<file path="config.mk">
export PLATFORM = sky130hd
export DESIGN_NAME = cfg_loader
export DESIGN_NICKNAME = d
export VERILOG_FILES = /design/src/rtl/cfg_loader_pkg.sv /design/src/rtl/cfg_frame_asm.sv /design/src/rtl/cfg_loader.sv
export SDC_FILE = /design/constraint.sdc
export NUM_CORES = 1
export LEC_CHECK = 0
export CORE_UTILIZATION = 55
export DETAILED_ROUTE_END_ITERATION = 10
export PLACE_DENSITY = 0.87
export SYNTH_ARGS = -nofsm -noshare
export SYNTH_HDL_FRONTEND = slang
export SYNTH_SLANG_ARGS = --single-unit
</file>
<file path="constraint.sdc">
create_clock -name clk -period 2.3 [get_ports clk]
set_clock_uncertainty 0.1 [all_clocks]
set_input_delay 0.46 -clock clk [delete_from_list [all_inputs] [get_ports clk]]
set_output_delay 0.46 -clock clk [all_outputs]
set_load 0.03 [all_outputs]
</file>
<file path="src/rtl/cfg_loader_pkg.sv">
// ============================================================================
// Module   : cfg_loader_pkg
// Purpose  : Shared state encoding and bitstream framing constants.
// Revision : 1.0
// ============================================================================
`default_nettype none

package cfg_loader_pkg;

    typedef enum logic [2:0] {
        ST_IDLE    = 3'd0,
        ST_COUNT   = 3'd1,
        ST_PAYLOAD = 3'd2,
        ST_CHECK   = 3'd3,
        ST_COMMIT  = 3'd4,
        ST_ERROR   = 3'd5
    } state_e;

    localparam logic [7:0] SYNC_BYTE       = 8'hA5;
    localparam int         BYTES_PER_BLOCK = 3;
    localparam logic [7:0] RSV_MASK        = 8'hFC;

endpackage

`default_nettype wire

</file>
<file path="src/rtl/cfg_frame_asm.sv">
// ============================================================================
// Module   : cfg_frame_asm
// Purpose  : Packs three little-endian payload bytes into one block frame.
// Revision : 1.0
// ============================================================================
`default_nettype none

module cfg_frame_asm
    import cfg_loader_pkg::*;
#(
    parameter int CFG_SIZE = 18
) (
    input  logic                clk,
    input  logic                rst_n,
    input  logic                clr_i,
    input  logic                byte_en_i,
    input  logic [7:0]          data_i,
    output logic [CFG_SIZE-1:0] frame_o,
    output logic                frame_valid_o,
    output logic                rsv_bad_o
);

    logic [1:0]  idx_q;
    logic [15:0] lo_q;
    logic        rsv_bad_q;
    logic        w_last;

    assign w_last        = byte_en_i && (idx_q == 2'(BYTES_PER_BLOCK - 1));
    assign frame_valid_o = w_last;
    // Third byte is combined on the fly so the frame is ready on the same edge.
    assign frame_o       = CFG_SIZE'({data_i, lo_q});
    assign rsv_bad_o     = rsv_bad_q;

    always_ff @(posedge clk or negedge rst_n) begin
        if (!rst_n) begin
            idx_q     <= 2'd0;
            lo_q      <= 16'd0;
            rsv_bad_q <= 1'b0;
        end else if (clr_i) begin
            idx_q     <= 2'd0;
            lo_q      <= 16'd0;
            rsv_bad_q <= 1'b0;
        end else if (byte_en_i) begin
            if (w_last) begin
                idx_q <= 2'd0;
                if ((data_i & RSV_MASK) != 8'd0) begin
                    rsv_bad_q <= 1'b1;
                end
            end else begin
                idx_q <= idx_q + 2'd1;
                if (idx_q == 2'd0) begin
                    lo_q[7:0] <= data_i;
                end else begin
                    lo_q[15:8] <= data_i;
                end
            end
        end
    end

endmodule

`default_nettype wire

</file>
<file path="src/rtl/cfg_loader.sv">
// ============================================================================
// Module   : cfg_loader
// Purpose  : Framed bitstream loader with checksum and atomic config commit.
// Revision : 1.0
// ============================================================================
`default_nettype none

module cfg_loader
    import cfg_loader_pkg::*;
#(
    parameter int NUM_BLOCKS = 16,
    parameter int CFG_SIZE   = 18,
    parameter int CNT_W      = $clog2(NUM_BLOCKS + 1)
) (
    input  logic                           clk,
    input  logic                           rst_n,
    input  logic [7:0]                     in_data,
    input  logic                           in_valid,
    output logic                           in_ready,
    output logic [NUM_BLOCKS*CFG_SIZE-1:0] cfg_out,
    output logic                           fabric_en,
    output logic                           cfg_done,
    output logic                           cfg_err,
    output logic                           busy,
    output logic [CNT_W-1:0]               blocks_loaded
);

    localparam int IDX_W = (NUM_BLOCKS > 1) ? $clog2(NUM_BLOCKS) : 1;

    state_e                               state_q;
    logic [7:0]                           count_q;
    logic [7:0]                           blk_idx_q;
    logic [7:0]                           sum_q;
    logic [NUM_BLOCKS-1:0][CFG_SIZE-1:0]  shadow_q;
    logic [NUM_BLOCKS-1:0][CFG_SIZE-1:0]  active_q;
    logic                                 fabric_en_q;
    logic                                 cfg_done_q;
    logic                                 cfg_err_q;
    logic                                 committed_q;
    logic [CNT_W-1:0]                     blocks_loaded_q;

    logic                                 w_xfer;
    logic                                 w_sync;
    logic                                 w_pay;
    logic [CFG_SIZE-1:0]                  w_frame;
    logic                                 w_frame_valid;
    logic                                 w_rsv_bad;

    assign in_ready = (state_q == ST_IDLE) || (state_q == ST_COUNT) ||
                      (state_q == ST_PAYLOAD) || (state_q == ST_CHECK);
    assign w_xfer   = in_valid && in_ready;
    assign w_sync   = w_xfer && (state_q == ST_IDLE) && (in_data == SYNC_BYTE);
    assign w_pay    = w_xfer && (state_q == ST_PAYLOAD);

    cfg_frame_asm #(
        .CFG_SIZE (CFG_SIZE)
    ) u_frame_asm (
        .clk           (clk),
        .rst_n         (rst_n),
        .clr_i         (w_sync),
        .byte_en_i     (w_pay),
        .data_i        (in_data),
        .frame_o       (w_frame),
        .frame_valid_o (w_frame_valid),
        .rsv_bad_o     (w_rsv_bad)
    );

    always_ff @(posedge clk or negedge rst_n) begin
        if (!rst_n) begin
            state_q         <= ST_IDLE;
            count_q         <= 8'd0;
            blk_idx_q       <= 8'd0;
            sum_q           <= 8'd0;
            shadow_q        <= '0;
            active_q        <= '0;
            fabric_en_q     <= 1'b0;
            cfg_done_q      <= 1'b0;
            cfg_err_q       <= 1'b0;
            committed_q     <= 1'b0;
            blocks_loaded_q <= '0;
        end else begin
            cfg_done_q <= 1'b0;
            case (state_q)
                ST_IDLE: begin
                    if (w_sync) begin
                        shadow_q    <= '0;
                        cfg_err_q   <= 1'b0;
                        fabric_en_q <= 1'b0;
                        blk_idx_q   <= 8'd0;
                        state_q     <= ST_COUNT;
                    end
                end
                ST_COUNT: begin
                    if (w_xfer) begin
                        if ((in_data == 8'd0) || (int'(in_data) > NUM_BLOCKS)) begin
                            state_q <= ST_ERROR;
                        end else begin
                            count_q <= in_data;
                            sum_q   <= in_data;
                            state_q <= ST_PAYLOAD;
                        end
                    end
                end
                ST_PAYLOAD: begin
                    if (w_xfer) begin
                        sum_q <= sum_q + in_data;
                        if (w_frame_valid) begin
                            shadow_q[blk_idx_q[IDX_W-1:0]] <= w_frame;
                            blk_idx_q <= blk_idx_q + 8'd1;
                            if (blk_idx_q == count_q - 8'd1) begin
                                state_q <= ST_CHECK;
                            end
                        end
                    end
                end
                ST_CHECK: begin
                    if (w_xfer) begin
                        state_q <= ((in_data == sum_q) && !w_rsv_bad) ? ST_COMMIT : ST_ERROR;
                    end
                end
                ST_COMMIT: begin
                    // Whole shadow is copied so blocks absent from this load read as zero.
                    active_q        <= shadow_q;
                    cfg_done_q      <= 1'b1;
                    blocks_loaded_q <= count_q[CNT_W-1:0];
                    committed_q     <= 1'b1;
                    fabric_en_q     <= 1'b1;
                    state_q         <= ST_IDLE;
                end
                ST_ERROR: begin
                    cfg_err_q   <= 1'b1;
                    fabric_en_q <= committed_q;
                    state_q     <= ST_IDLE;
                end
                default: begin
                    state_q <= ST_IDLE;
                end
            endcase
        end
    end

    assign cfg_out       = active_q;
    assign fabric_en     = fabric_en_q;
    assign cfg_done      = cfg_done_q;
    assign cfg_err       = cfg_err_q;
    assign busy          = (state_q != ST_IDLE);
    assign blocks_loaded = blocks_loaded_q;

endmodule

`default_nettype wire

</file>
==> results of run 1 <==
critical path, delay by kind of cell:
kind                   cells  cell delay [ns]
AO/OA/AOI/OAI              2             0.49
buffers and inverters      4             1.03
AND/OR/NAND/NOR            4             0.67
registers in the layout, indices dropped and copies added (netlist names):
register	flops
blk_idx_q	8
blocks_loaded	5
cfg_done	1
cfg_err	1
cfg_out	288
committed_q	1
count_q	8
fabric_en	1
shadow_q	288
state_q	3
sum_q	8
u_frame_asm.idx_q	2
u_frame_asm.lo_q	16
u_frame_asm.rsv_bad_o	1
layout by cell type, fill, tap and decap left out, types with 15 or more instances in the layout:
master	synthesis	routed
o21ai_1	11	15
buf_12	0	33
nand2_1	212	212
dlymetal6s2s_1	0	45
nor2_1	26	25
clkdlybuf4s50_1	0	237
clkbuf_8	0	17
dlygate4sd2_1	0	23
clkbuf_16	0	66
mux2_2	303	303
buf_4	0	94
nand3_1	224	222
dfrtp_1	631	629
o21ai_0	273	268
report_power, final:
group	leakage (nW)	internal, W	switching [W]
sequential	8.78	0.0113	0.000505
combinational	5.73	0.00118	0.00155
clock	1.05	0.00630	0.00429
total	15.6	0.0188	0.00635
repair_timing:
item | 4_1_cts | 5_1_grt
resized for setup | 32 | 67
gates cloned | 0 | 5
hold buffers | 1 | 0
setup endpoints to repair | 25 | 125
pin swaps | 0 | 4
hold endpoints to repair | 32 | 0
buffers inserted | 0 | 4
stage by stage:
step                      TNS (ns)  power (W)  instances  area (µm²)
after detailed placement   -148.46     0.0147       2851       29000
after global placement     -134.42     0.0146       2851       29000
after CTS                        0     0.0252       2963       31200
after global routing        -0.116     0.0259       2972       31500
final                            0     0.0252       2972       31500
after floorplan                  0     0.0134       1979       24400
final timing paths:
kind / to / slack [ns] / depth (start not counted)
hold reg to reg: shadow_q[121] / 0.38 / 2
setup / recovery: shadow_q[214] / 0.01 / 10
setup reg to reg: shadow_q[214] / 0.04 / 8
max in group asynchronous: shadow_q[24] / 1.04 / 4
hold / removal: shadow_q[282] / 0.25 / 2
min in group clk: u_frame_asm.lo_q[11] / 0.34 / 4
kinds of logic after synthesis:
| group | synth area share |
|---|---|
| adder cells (fa/ha/maj) | 0.00696 |
| multiplexers | 0.140 |
| buffers and inverters | 0.0270 |
| AO/OA/AOI/OAI | 0.0736 |
| flip-flops | 0.646 |
| AND/OR/NAND/NOR | 0.0994 |
| XOR/XNOR | 0.00717 |
per-layer routing:
metal,routed length (µm),track usage,vias up
met2,35600,0.520,844
met5,0,0,-
met3,5480,0.0705,221
met1,27300,0.405,9125
met4,3270,0.154,0
li1,-,-,7607
area by class of cell:
class / count / share of cell area
clock buffer: 89 / 0.0569
clock inverter: 22 / 0.0111
sequential: 631 / 0.501
timing repair buffer: 444 / 0.150
inverter: 12 / 0.00143
tap: 585 / 0.0232
multi-input combinational: 1189 / 0.256
synth_stat cells, drive strengths merged (2+ instances only):
library cell and count:
xnor2 13, or4 2, and2 4, a22o 11, o31ai 3, inv 12
mux2 303, xor2 7, buf 67, and3 4, dfrtp 631, a31oi 5
nor2 26, nand2 218, ha 12, nor4b 3, clkbuf 80, nor3 15
nand2b 3, nor4 6, o21a 3, nor2b 4, nand3 224, o21ai 284
a211oi 3, a21boi 2, a21oi 12
==> run_results.csv, run 1 <==
group,metric,value,unit
critical_path,crit_required,2.67,ns
drt,wl,71700,µm
final_layout,area_growth_syn_to_layout,28.9,%
clock_network,clkLatencyLatePin,0.62,ns
critical_path,cp-end-kind,"flip-flop",
pwr,power_density,799,nW/µm²
die,start_util,0.563,
yosys,syn_avg_cell_area,12.4,µm²
placed_design,dp_slack,-0.607,ns
drt,wl_per_cell,24.1,µm
yosys,syn-num-nets,2003,
yosys,synth_top_area_share,0.646,
min_path,min_path_type,"primary input to async pin",
drt,viasPerCell,5.99,
drt,drcViolationCount,0,
global_route,grt_pass1_wl,108000,µm
final_layout,fin_util,0.725,
sta,period_minus_slack,2.29,ns
critical_path,worstPathArrival,2.66,ns
yosys,synth_top_flop_cell,"dfrtp_1",
drt,first_pass_iters,5,
sta,fin_ws,0.0150,ns
sta,fin_hold_ws,0.253,ns
die,rows,76,
clock_network,cts.path.max_buffers,3,
global_route,grt_max_degree,89,
critical_path,worstPathCellList,"clkdlybuf4s50_1, buf_4, and4b_2, nand4_4, a211oi_4, buf_6, nand2_2, buf_12, nand3_1, o21ai_0",
yosys,synth.area.top_cells,"dfrtp_1 (65%), mux2_2 (14%), o21ai_0 (5.6%)",
sta,tightest_slew,0.704,ns
sta,timing.final.crit_share,0.993,
sta,hold_viol,0,
drt,dr.first_iter.drc_count,1754,
clock_network,cts.sinks,631,
clock_network,cts_tree,"built",
final_layout,layout-drive-gt1-share,0.239,
pwr,ir_drop,0.730,mV
final_layout,nets,2363,
yosys,async_flop_share,1.00,
global_route,gr-usage-all-layers,0.319,
sta,drv_slew,0,
placed_design,routabilityCongestion,0.850,
yosys,synth_cell_types,60,
final_layout,register_area,15800,µm²
clock_network,h-tree-depth,2,
yosys,syn-instance-count,1979,
critical_path,crit_path_max_fanout,36,
clock_network,numCtsBuffers,61,
die,dieHeight,213,µm
drt,via_count,17800,
run_status,status,"finished, final reports clean",
die,io_pins,309,
sta,setup_viol,0,
final_layout,multiInputGateArea,8080,µm²
critical_path,cp-start-kind,"primary input",
sta,rsz0062_at_grt,"yes",
critical_path,slowest_stage,"clkdlybuf4s50_1",
placed_design,dp_hpwl,43600,µm
critical_path,crit_type,"primary input to flip-flop",
sta,max_freq,438,MHz
critical_path,slowest_delay,0.49,ns
critical_path,r2r_start,"state_q[2]",
yosys,synth_top_area_cell,"dfrtp_1",
die,die_w,213,µm
yosys,syn_area,24400,µm²
yosys,ys_seq_area_frac,0.646,
pwr,leakage,15.6,nW
placed_design,portBuffers,308,
yosys,synth_edf_count,0,
global_route,antenna_found_initial,2,
global_route,grt_pass1_vias,18700,
clock_network,path_clk_slew,0.06,ns
final_layout,fillCellCount,2623,
critical_path,startpoint,"in_data[2]",
clock_network,cts-root-buf,"clkbuf_16",
die,core-area,43500,µm²
job,maxCapViolations,0,
drt,ant_nets,0,
global_route,overflow,0,
sta,slew-limit-headroom,0.531,
yosys,synth-seq-cells,631,
yosys,ys_warn_count,0,
die,die_area,45300,µm²
final_layout,antenna-diode-count,0,
(Power assumes the default switching activity.)
==> inputs of run 2 (changes only) <==
--- a/config.mk
+++ b/config.mk
@@ -5,9 +5,9 @@
 export SDC_FILE = /design/constraint.sdc
 export NUM_CORES = 1
 export LEC_CHECK = 0
-export CORE_UTILIZATION = 55
+export CORE_UTILIZATION = 32
 export DETAILED_ROUTE_END_ITERATION = 10
-export PLACE_DENSITY = 0.87
+export PLACE_DENSITY = 0.59
 export SYNTH_ARGS = -nofsm -noshare
 export SYNTH_HDL_FRONTEND = slang
 export SYNTH_SLANG_ARGS = --single-unit
==> run_results.csv, run 2 (synthesis gave the netlist of run 1 again) <==
group,metric,value,unit
run_status,status,"finished, final reports clean",
global_route,antenna_found_initial,8,
die,start_util,0.326,
placed_design,post-place-cells,3251,
sta,drv_slew,0,
drt,first_pass_iters,5,
pwr,power_density,823,nW/µm²
final_layout,layout_common_cells,"dfrtp_1 (630), mux2_2 (303), o21ai_0 (273)",
die,die_area,77500,µm²
clock_network,numCtsBuffers,70,
drt,viasPerCell,5.00,
die,core-area,75100,µm²
sta,slew-limit-headroom,0.603,
sta,setup_viol,0,
die,rows,100,
clock_network,clkLatencyLatePin,0.62,ns
sta,timing.final.crit_share,0.989,
sta,max_freq,440,MHz
clock_network,cts.path.max_buffers,3,
clock_network,cts.sinks,631,
clock_network,cts_tree,"built",
final_layout,layout-drive-gt1-share,0.244,
sta,hold_viol,0,
critical_path,worst_r2r_path_depth,5,
critical_path,slowest_delay,0.69,ns
clock_network,cts-root-buf,"clkbuf_16",
clock_network,h-tree-depth,3,
pwr,ir_drop,0.546,mV
global_route,gr-usage-met3,0.0353,
critical_path,r2r_slack,0.06,ns
placed_design,dp_slack,-0.637,ns
drt,dr.first_iter.drc_count,1195,
drt,drcViolationCount,0,
placed_design,routabilityCongestion,0.819,
critical_path,crit_path_max_fanout,2,
sta,period_minus_slack,2.27,ns
critical_path,worstPathCellList,"clkdlybuf4s50_1",
global_route,grt_pass1_wl,112000,µm
drt,wl_per_cell,21.6,µm
die,io_pins,309,
job,maxCapViolations,0,
sta,final.setup.tns,0,ns
global_route,gr-usage-all-layers,0.190,
critical_path,slowest_stage,"clkdlybuf4s50_1",
clock_network,path_clk_slew,0.06,ns
drt,via_count,16900,
global_route,busiest_layer,"met2",
final_layout,nets,2379,
critical_path,worstPathArrival,1.71,ns
global_route,grt_pass1_vias,17800,
sta,fin_ws,0.0257,ns
global_route,use_met2,0.321,
sta,rsz0062_at_grt,"no",
pwr,total_power,0.0265,W
critical_path,r2r_start,"state_q[0]",
global_route,use_met1,0.243,
critical_path,cp_num_buf_inv,1,
final_layout,area_growth_syn_to_layout,31.5,%
final_layout,fin_area,32200,µm²
sta,tightest_slew,0.596,ns
critical_path,cp-start-kind,"flip-flop",
global_route,overflow,0,
drt,ant_nets,0,
global_route,grt_max_degree,114,
die,die_w,278,µm
critical_path,crit_required,1.74,ns
placed_design,dp_hpwl,47900,µm
critical_path,cp-end-kind,"primary output",
critical_path,reg2reg_to,"cfg_out[202]",
drt,wl,73000,µm
die,dieHeight,278,µm
placed_design,place_area,29700,µm²
final_layout,mostFrequentLayoutCell,"dfrtp_1",
min_path,min_path_type,"primary input to async pin",
placed_design,portBuffers,308,
critical_path,path_delay_family,"buffers and inverters",
critical_path,crit_type,"flip-flop to primary output",
final_layout,layoutNonFillerInstCount,3379,
pwr,leakage,15.6,nW
==> run 2: through the flow <==
stage	hold WS, ns	util
2_1_floorplan	0.0644	-
3_3_place_gp	0.238	0.395
3_5_place_dp	0.236	0.395
4_1_cts	0.181	0.427
5_1_grt	0.212	0.428
6_report	0.199	0.428
==> run 2: how the worst max path moves through the flow <==
stage | cells after the start | endpoint | start
floorplan | 8 | shadow_q[156] | in_data[1]
global placement | 8 | state_q[0] | in_data[1]
detailed placement | 10 | sum_q[6] | in_data[1]
CTS | 1 | cfg_out[153] | cfg_out[153]
global route | 2 | in_ready | state_q[2]
finish | 1 | cfg_out[193] | cfg_out[193]
==> run 2: layer usage <==
metal | part of all wire | wire length (µm)
met1 | 0.42 | 30700
met5 | 0 | 0
met2 | 0.50 | 36300
met4 | 0.030 | 2220
met3 | 0.051 | 3730
==> run 2: power breakdown <==
part / internal (W) / switching, W
logic: 0.00117 / 0.00157
registers: 0.0113 / 0.000459
clock network: 0.00712 / 0.00479
total: 0.0196 / 0.00682
==> run 2: area by class of cell <==
type	count	area [µm²]
clock buffers	89	1950
clock inverters	37	542
well taps	969	1210
multi-input cells	1189	8010
diodes	1	2.50
repair buffers	451	4600
fillers	6872	42900
flip-flops and latches	631	15800
inverters	12	45.0
==> run 2: timing repair <==
item,in CTS,in global routing
pin swaps,0,1
buffers inserted,0,0
endpoints found under the hold margin,82,0
resized for setup,78,28
hold buffers,1,0
setup endpoints to repair,75,35
